**config.mk**
```make
export PLATFORM = sky130hd
export DESIGN_NAME = mem_read_arbiter
export DESIGN_NICKNAME = d
export VERILOG_FILES = /design/src/rtl/mem_read_arbiter.sv
export SDC_FILE = /design/constraint.sdc
export NUM_CORES = 1
export LEC_CHECK = 0
export CAP_MARGIN = 0
export CORE_AREA = 2 2 442 444
export DETAILED_ROUTE_END_ITERATION = 10
export DIE_AREA = 0 0 444 446
export DONT_BUFFER_PORTS = 1
export GPL_ROUTABILITY_DRIVEN = 1
export PLACE_DENSITY_LB_ADDON = 0.25
export SETUP_SLACK_MARGIN = 0.3
export SYNTH_ARGS = -nofsm -noshare
export SYNTH_HDL_FRONTEND = slang
export SYNTH_SLANG_ARGS = --single-unit
```
**constraint.sdc**
```tcl
create_clock -name clk -period 1.65 [get_ports clk]
set_input_delay 0.0825 -clock clk [delete_from_list [all_inputs] [get_ports clk]]
set_output_delay 0.0825 -clock clk [all_outputs]
set_load 0.03 [all_outputs]
```
**src/rtl/mem_read_arbiter.sv**
```systemverilog
// Read-port TDM arbiter with latency-matched return tags, plus round-robin free-list release arbiter.
// Optional per-port read-grant counters (rd_cnt_o) when MEM_RD_STATS_EN is defined.
module mem_read_arbiter #(
  parameter int N          = 4,
  parameter int ADDR_W     = 10,
  parameter int BLOCK_BITS = 512,
  parameter int RD_LAT     = 1
) (
  input  logic                       clk,
  input  logic                       rst_n,
  input  logic [N-1:0]               mem_re_i,
  input  logic [N-1:0][ADDR_W-1:0]   mem_raddr_i,
  output logic [N-1:0]               mem_rgnt_o,
  output logic [N-1:0]               mem_rvalid_o,
  output logic [BLOCK_BITS-1:0]      mem_rdata_o,
  output logic                       mem_re_o,
  output logic [ADDR_W-1:0]          mem_raddr_o,
  input  logic [BLOCK_BITS-1:0]      mem_rdata_i,
  input  logic [N-1:0]               fl_free_req_i,
  input  logic [N-1:0][ADDR_W-1:0]   fl_free_idx_i,
  output logic [N-1:0]               fl_free_ack_o,
  output logic                       fl_free_req_o,
  output logic [ADDR_W-1:0]          fl_free_idx_o,
  input  logic                       fl_free_gnt_i
`ifdef MEM_RD_STATS_EN
  ,
  output logic [N-1:0][31:0]         rd_cnt_o
`endif
);

  localparam int CUR_W = $clog2(N);
  typedef logic [CUR_W-1:0] port_t;
  typedef logic [CUR_W:0]   scan_t;

  // ---------------- read path ----------------
  port_t cur_q, cur_d;

  assign cur_d = (cur_q == port_t'(N - 1)) ? '0 : cur_q + port_t'(1);

  always_ff @(posedge clk or negedge rst_n) begin
    if (!rst_n) cur_q <= '0;
    else        cur_q <= cur_d;
  end

  assign mem_re_o    = mem_re_i[cur_q];
  assign mem_raddr_o = mem_raddr_i[cur_q];
  assign mem_rdata_o = mem_rdata_i;

  // Tag stage k carries the slot owner of a read issued k+1 cycles ago.
  logic  tag_vld_q  [RD_LAT];
  port_t tag_port_q [RD_LAT];

  always_ff @(posedge clk or negedge rst_n) begin
    if (!rst_n) begin
      tag_vld_q[0]  <= 1'b0;
      tag_port_q[0] <= '0;
    end else begin
      tag_vld_q[0]  <= mem_re_o;
      tag_port_q[0] <= cur_q;
    end
  end

  genvar gi;
  generate
    for (gi = 1; gi < RD_LAT; gi++) begin : g_tag
      always_ff @(posedge clk or negedge rst_n) begin
        if (!rst_n) begin
          tag_vld_q[gi]  <= 1'b0;
          tag_port_q[gi] <= '0;
        end else begin
          tag_vld_q[gi]  <= tag_vld_q[gi-1];
          tag_port_q[gi] <= tag_port_q[gi-1];
        end
      end
    end

    for (gi = 0; gi < N; gi++) begin : g_port
      assign mem_rgnt_o[gi]   = mem_re_i[gi] && (cur_q == port_t'(gi));
      assign mem_rvalid_o[gi] = tag_vld_q[RD_LAT-1] && (tag_port_q[RD_LAT-1] == port_t'(gi));
    end
  endgenerate

  // ---------------- free-list release path ----------------
  typedef enum logic [1:0] {FR_IDLE, FR_WAIT, FR_ACK} fr_state_e;

  fr_state_e             state_q, state_d;
  port_t                 rr_ptr_q, rr_ptr_d;
  port_t                 sel_q, sel_d;
  logic [ADDR_W-1:0]     idx_q, idx_d;
  logic                  win_vld;
  port_t                 win_port;
  scan_t                 scan;

  always_comb begin
    win_vld  = 1'b0;
    win_port = '0;
    scan     = '0;
    for (int i = 0; i < N; i++) begin
      scan = {1'b0, rr_ptr_q} + scan_t'(i);
      if (scan >= scan_t'(N)) scan = scan - scan_t'(N);
      if (!win_vld && fl_free_req_i[scan[CUR_W-1:0]]) begin
        win_vld  = 1'b1;
        win_port = scan[CUR_W-1:0];
      end
    end
  end

  always_comb begin
    state_d  = state_q;
    rr_ptr_d = rr_ptr_q;
    sel_d    = sel_q;
    idx_d    = idx_q;
    case (state_q)
      FR_IDLE: begin
        if (win_vld) begin
          sel_d   = win_port;
          idx_d   = fl_free_idx_i[win_port];
          state_d = FR_WAIT;
        end
      end
      FR_WAIT: begin
        if (fl_free_gnt_i) begin
          rr_ptr_d = (sel_q == port_t'(N - 1)) ? '0 : sel_q + port_t'(1);
          state_d  = FR_ACK;
        end
      end
      FR_ACK:  state_d = FR_IDLE;
      default: state_d = FR_IDLE;
    endcase
  end

  always_ff @(posedge clk or negedge rst_n) begin
    if (!rst_n) begin
      state_q  <= FR_IDLE;
      rr_ptr_q <= '0;
      sel_q    <= '0;
      idx_q    <= '0;
    end else begin
      state_q  <= state_d;
      rr_ptr_q <= rr_ptr_d;
      sel_q    <= sel_d;
      idx_q    <= idx_d;
    end
  end

  assign fl_free_req_o = (state_q == FR_WAIT);
  assign fl_free_idx_o = idx_q;

  generate
    for (gi = 0; gi < N; gi++) begin : g_ack
      assign fl_free_ack_o[gi] = (state_q == FR_ACK) && (sel_q == port_t'(gi));
    end
  endgenerate

`ifdef MEM_RD_STATS_EN
  generate
    for (gi = 0; gi < N; gi++) begin : g_cnt
      logic [31:0] cnt_q;
      always_ff @(posedge clk or negedge rst_n) begin
        if (!rst_n)                                cnt_q <= '0;
        else if (mem_rgnt_o[gi] && (cnt_q != '1))  cnt_q <= cnt_q + 32'd1;
      end
      assign rd_cnt_o[gi] = cnt_q;
    end
  endgenerate
`endif

endmodule
```
# == After elaboration in Yosys (flattened, before gate mapping) ==
# Cells that the tools add are included.
# word_totals
output_inout_bits,546
mem_count,0
elab_cells,95
reg_bits,21
input_bits,603
ramBits,0
rom_bits,0
latchBits,0
# classes
n_bitwise,0
n_shift,0
eq_ne,13
order_cmp,10
div_mod_pow,0
n_reduce_logical,25
mux,31
n_mul,0
n_addsub,9
# op_table
cell,count
10-bit binary-select mux with 2-bit select,2
2-bit 2-to-1 mux,12
10-bit 2-to-1 mux,2
"2-bit by 3-bit < comparator with 1-bit output, second input constant",6
1-bit logical AND,15
"2-bit equality test, second input constant",7
1-bit binary-select mux with 2-bit select,5
"3-bit >= comparator, second input constant",3
1-bit 2-to-1 mux,9
"2-bit by 1-bit equality test with 1-bit output, second input constant",4
2-bit zero test,4
"2-bit by 1-bit subtractor with 2-bit output, second input constant",4
"2-bit by 2-bit adder with 3-bit output, second input constant",2
2-bit AND reduction,3
"2-bit by 1-bit adder with 2-bit output, second input constant",2
2-bit one-hot mux with 2 select lines,1
"2-bit by 1-bit adder with 3-bit output, second input constant",1
"2-bit by 3-bit >= comparator with 1-bit output, second input constant",1
1-bit zero test,3
"2-bit by 1-bit != test with 1-bit output, second input constant",1
"2-bit != test, second input constant",1

# == Logic depth before layout (Yosys ltp) ==
# depth
depth_word,16
mapped_depth,6
ltp_nobuf,5

# == Least setup slack after synthesis ==
# No wires, ideal clock.
# synth_timing
path_kind,reg-to-output
start,reg cur_q[0]
end,out mem_raddr_o[1]
setup_slack_ns,0.152
t_required_ns,1.567
path_buffers,1
path_stages_with_launch,3
arrival_time_ns,1.415
path_cell_list,dfrtp_1 -> buf_2 -> mux4_2
# synth_via
elab_chain_cells,2
# synth_rtl
item,line_no,source
"start, declared",36,"port_t cur_q, cur_d;"
"start signal, assigned",42,else cur_q <= cur_d;
10-bit binary-select mux with 2-bit select,46,assign mem_raddr_o = mem_raddr_i[cur_q];
10-bit 2-to-1 mux (not written as such),46,
"end, declared",17,"output logic [ADDR_W-1:0] mem_raddr_o,"
# Every way passes these cells. The select of a mux whose other input is x is not followed.

# == Worst setup path in the final report ==
# layout_timing
start,reg cur_q[0]
end,out mem_raddr_o[7]
# Same word-level chain as after synthesis.

==> impl_summary.md <==
Status
The flow ran to the end, but the final reports show violations. The final reports fail on negative hold slack, negative setup slack.

Synthesis
After Yosys synthesis, XOR and XNOR cells account for 0% of the synthesized area. The flip-flop and latch count after synthesis is 21. After synthesis, the share of cell area in mux cells is roughly 8.6%.

The fraction of registers with async set or reset after synthesis is 100%. The simple-gate portion of the synthesized area is about 3.5%. Synthesis instantiated 31 different standard cells from the library. The sequential-to-total area share from yosys stat is 9.79%. The most used flip-flop cell after synthesis is dfrtp_1.

The complex-gate fraction of the synthesized area is between 3 and 4%. The post-synthesis cell area is 0.00537 sq mm. Synthesis produced a netlist with a net count of 1256. The number of synthesized flops with an enable pin is 0. After technology mapping, the gate count stands at 645. The average instance area after synthesis is around 8.3 sq um.

After synthesis, the largest family of logic cells by area is buffers and inverters. The number of warnings issued by yosys is 0. The adder and majority gate portion of the synthesized area is around 1.9%.

Critical path
In this run the critical register-to-register path is launched from rr_ptr_q[0]. The kind of critical path is reg2out. STA classifies the critical path endpoint as an output port.

STA classifies the critical path startpoint as a register. The arrival time reported for the critical path endpoint is 1670 ps. The startpoint of the worst setup timing path is cur_q[0]. STA puts the critical path data required time at roughly 1600 ps. The maximum fanout along the worst path is 8.

Timing
The hold violation count in the final report is 1. The post-route worst setup slack is -99.4 ps. On the final layout, the worst hold slack is -24.0 ps. Counting I/O delays and the setup requirement, the final critical path takes between 1500 and 2000 ps. Setup repair after global routing could not meet its margin everywhere. Based on the critical path, the design can be clocked at up to between 0.5 and 0.6 GHz. Setup violations remaining at the end of the flow were counted as 21. The clock tree skew after final layout is about 8 ps.

The worst path uses 106% of the clock period. The actual transition at the worst max-transition pin is around 550 ps. The worst relative slew slack is between 60% and 70%. The final number of max-transition violations is 0.

Floorplan
The row count is around 160. around 1100 I/O pins were placed. The initial core utilization is 2.77%. The die outline width is roughly 440 um. The full die area is 0.198 sq mm.

The die extent in y is around 450 um. The placeable core area is roughly 0.19 sq mm.

Clock tree
The clock sink count is 21. The H-tree depth is 1. For the worst-skew pair, the clock arrives at the later sink with an insertion delay of roughly 300 ps. No sink is reached through more buffers than the 2 on the longest clock path. TritonCTS built the clock tree.

The clock-pin slew reported for the worst setup and hold paths after clock tree synthesis is around 90 ps. The library cell used as clock root buffer is clkbuf_16. The quantity of hold-fixing buffers added after cts is 11.

In this run, CTS created clock tree buffers numbering 3.

Place
The final weighted congestion in routability-driven placement is roughly 0.84. Once placement finished, the instance area stood at just under 0.005 sq mm. The number of buffers inserted by port buffering is 0.

After legalization and detailed placement, the total HPWL measured about 98 mm.

Power and ir drop
The static leakage is 0.00107 uW. For this design the ratio of total power to cell area is about 680 mW/mm^2. Across the VDD grid, the largest voltage drop is a little under 300 uV.

Finish
After routing the design area is ~0.0055 sq mm. The most common library cell in the layout ignoring fill and taps is dfrtp_1. The layout filler cell count is around 23000. The post-route netlist has 46.5% of its cells at a drive strength greater than 1.

The post-synthesis to final-layout area growth is 1.58%. In the layout the commonest cells are dfrtp_1 (18), mux2i_1 (17), nand2_1 (15), buf_12 (13), mux4_2 (11). In the final design database the tool counted 784 nets.

For this run, the share of the core covered by cells in the final layout is approximately 2.8%.

Global route
The number of global-route vias before repair is around 2300. The global route total overflow is 0. The maximum number of pins on one net before global-route repair is 22. The global-route usage over all layers is approximately a tenth. The global-route wire length before repair is between 100 and 150 mm.

The initial antenna violation count is 10.

Detailed routing
The initial DRC count is 246. The first detailed-routing pass ran for 4 iterations. The DRC violations left is 0. Using the TritonRoute via totals, the vias-per-cell ratio works out to slightly below 1. The final layout contains routed wiring with a total length of 104 mm.

In the final routed layout, each cell accounts on average for ~38 um. Once detail routing completed, the nets flagged for antenna violations numbered 0. The routed layout has 2613 vias.

Hold path
The source of the worst hold timing path is fl_free_req_i[2]. The path class of the lowest-slack min-delay path is in2reg.

Job
Max-cap violations in this run came to 0.
## critical path, cell delays in order, from the launching register on
cell     delay, ps
dfrtp_2        400
buf_12         170
mux4_2         580
buf_12         170
## layer usage
metal  GRT usage [%]  share of wire, %  up-vias  wire (um)
li1                -                 -      574          -
met1            3.21                11      991      11800
met2            14.6                43      895      45200
met3            20.1                42      133      43800
met4            2.56               2.4       20       2470
met5            2.83              0.82        -        850
## synthesized netlist by cell type (2+ instances only)
master	number	area share, %
buf_4	512	72
dfrtp_1	21	9.8
mux2i_1	20	3.7
nand2_1	16	1.1
mux4_2	11	4.6
o221ai_1	10	1.6
and2_1	8	0.93
ha_1	8	1.9
inv_1	7	0.49
nor2_1	4	0.28
buf_2	3	0.28
nor2b_1	3	0.35
buf_6	2	0.42
nand2b_1	2	0.23
o21ai_0	2	0.19
## power by group
part | total (uW) | internal [uW] | switching [uW]
clock | 662 | 332 | 330
combinational | 1930 | 880 | 1050
sequential | 1120 | 709 | 413
## registers in the layout (all words and copies together) (netlist names)
register / count
tag_port_q: 2
state_q: 2
rr_ptr_q: 2
tag_vld_q: 1
cur_q: 2
sel_q: 2
fl_free_idx_o: 10
## final timing paths
check	to	slack [ps]	cells after the start
worst min register to register	rr_ptr_q[0]	540	1
worst max-delay path	mem_raddr_o[7]	-100	3
worst max register to register	fl_free_idx_o[0]	-80	8
min in group asynchronous	tag_vld_q	280	2
max in group asynchronous	fl_free_idx_o[3]	1110	2
worst min-delay path	state_q[0]	-20	2
## area by class of cell
| class | instances | area, sq um | area share [%] |
|---|---|---|---|
| inverters | 8 | 37.5 | 0.688 |
| multi-input cells | 97 | 1050 | 19.3 |
| flip-flops and latches | 21 | 529 | 9.70 |
| well taps | 2542 | 3180 | 58.3 |
| repair buffers | 42 | 571 | 10.5 |
| clock inverters | 1 | 5.00 | 0.0918 |
| clock buffers | 3 | 75.1 | 1.38 |
| diodes | 1 | 2.50 | 0.0459 |
## repair_timing
action	CTS	global route
gates cloned	1	2
setup buffers	7	4
endpoints found under the hold margin	30	2
resized for setup	23	28
pin swaps	3	4
endpoints found under the setup margin	32	32
## cell families after synthesis
logic type,after synthesis
adder cells (fa/ha/maj),8
flip-flops,21
buffers and inverters,527
AND/OR/NAND/NOR,38
AO/OA/AOI/OAI,19
multiplexers,32
## stage by stage
step                      hold slack [ps]  worst slack [ps]  power, uW  TNS [ps]  instances
after detailed placement             -211             -52.7       2600      -347       2685
after global placement               -212             -61.8       2620      -402       2685
after floorplan                      -213               257       4280         0        645
after CTS                           -52.4              -185       3470     -1840       2708
after global routing                -26.9              -181       3960     -3070       2715
final                               -24.0             -99.4       3710     -1140       2715
(Power assumes the default switching activity.)
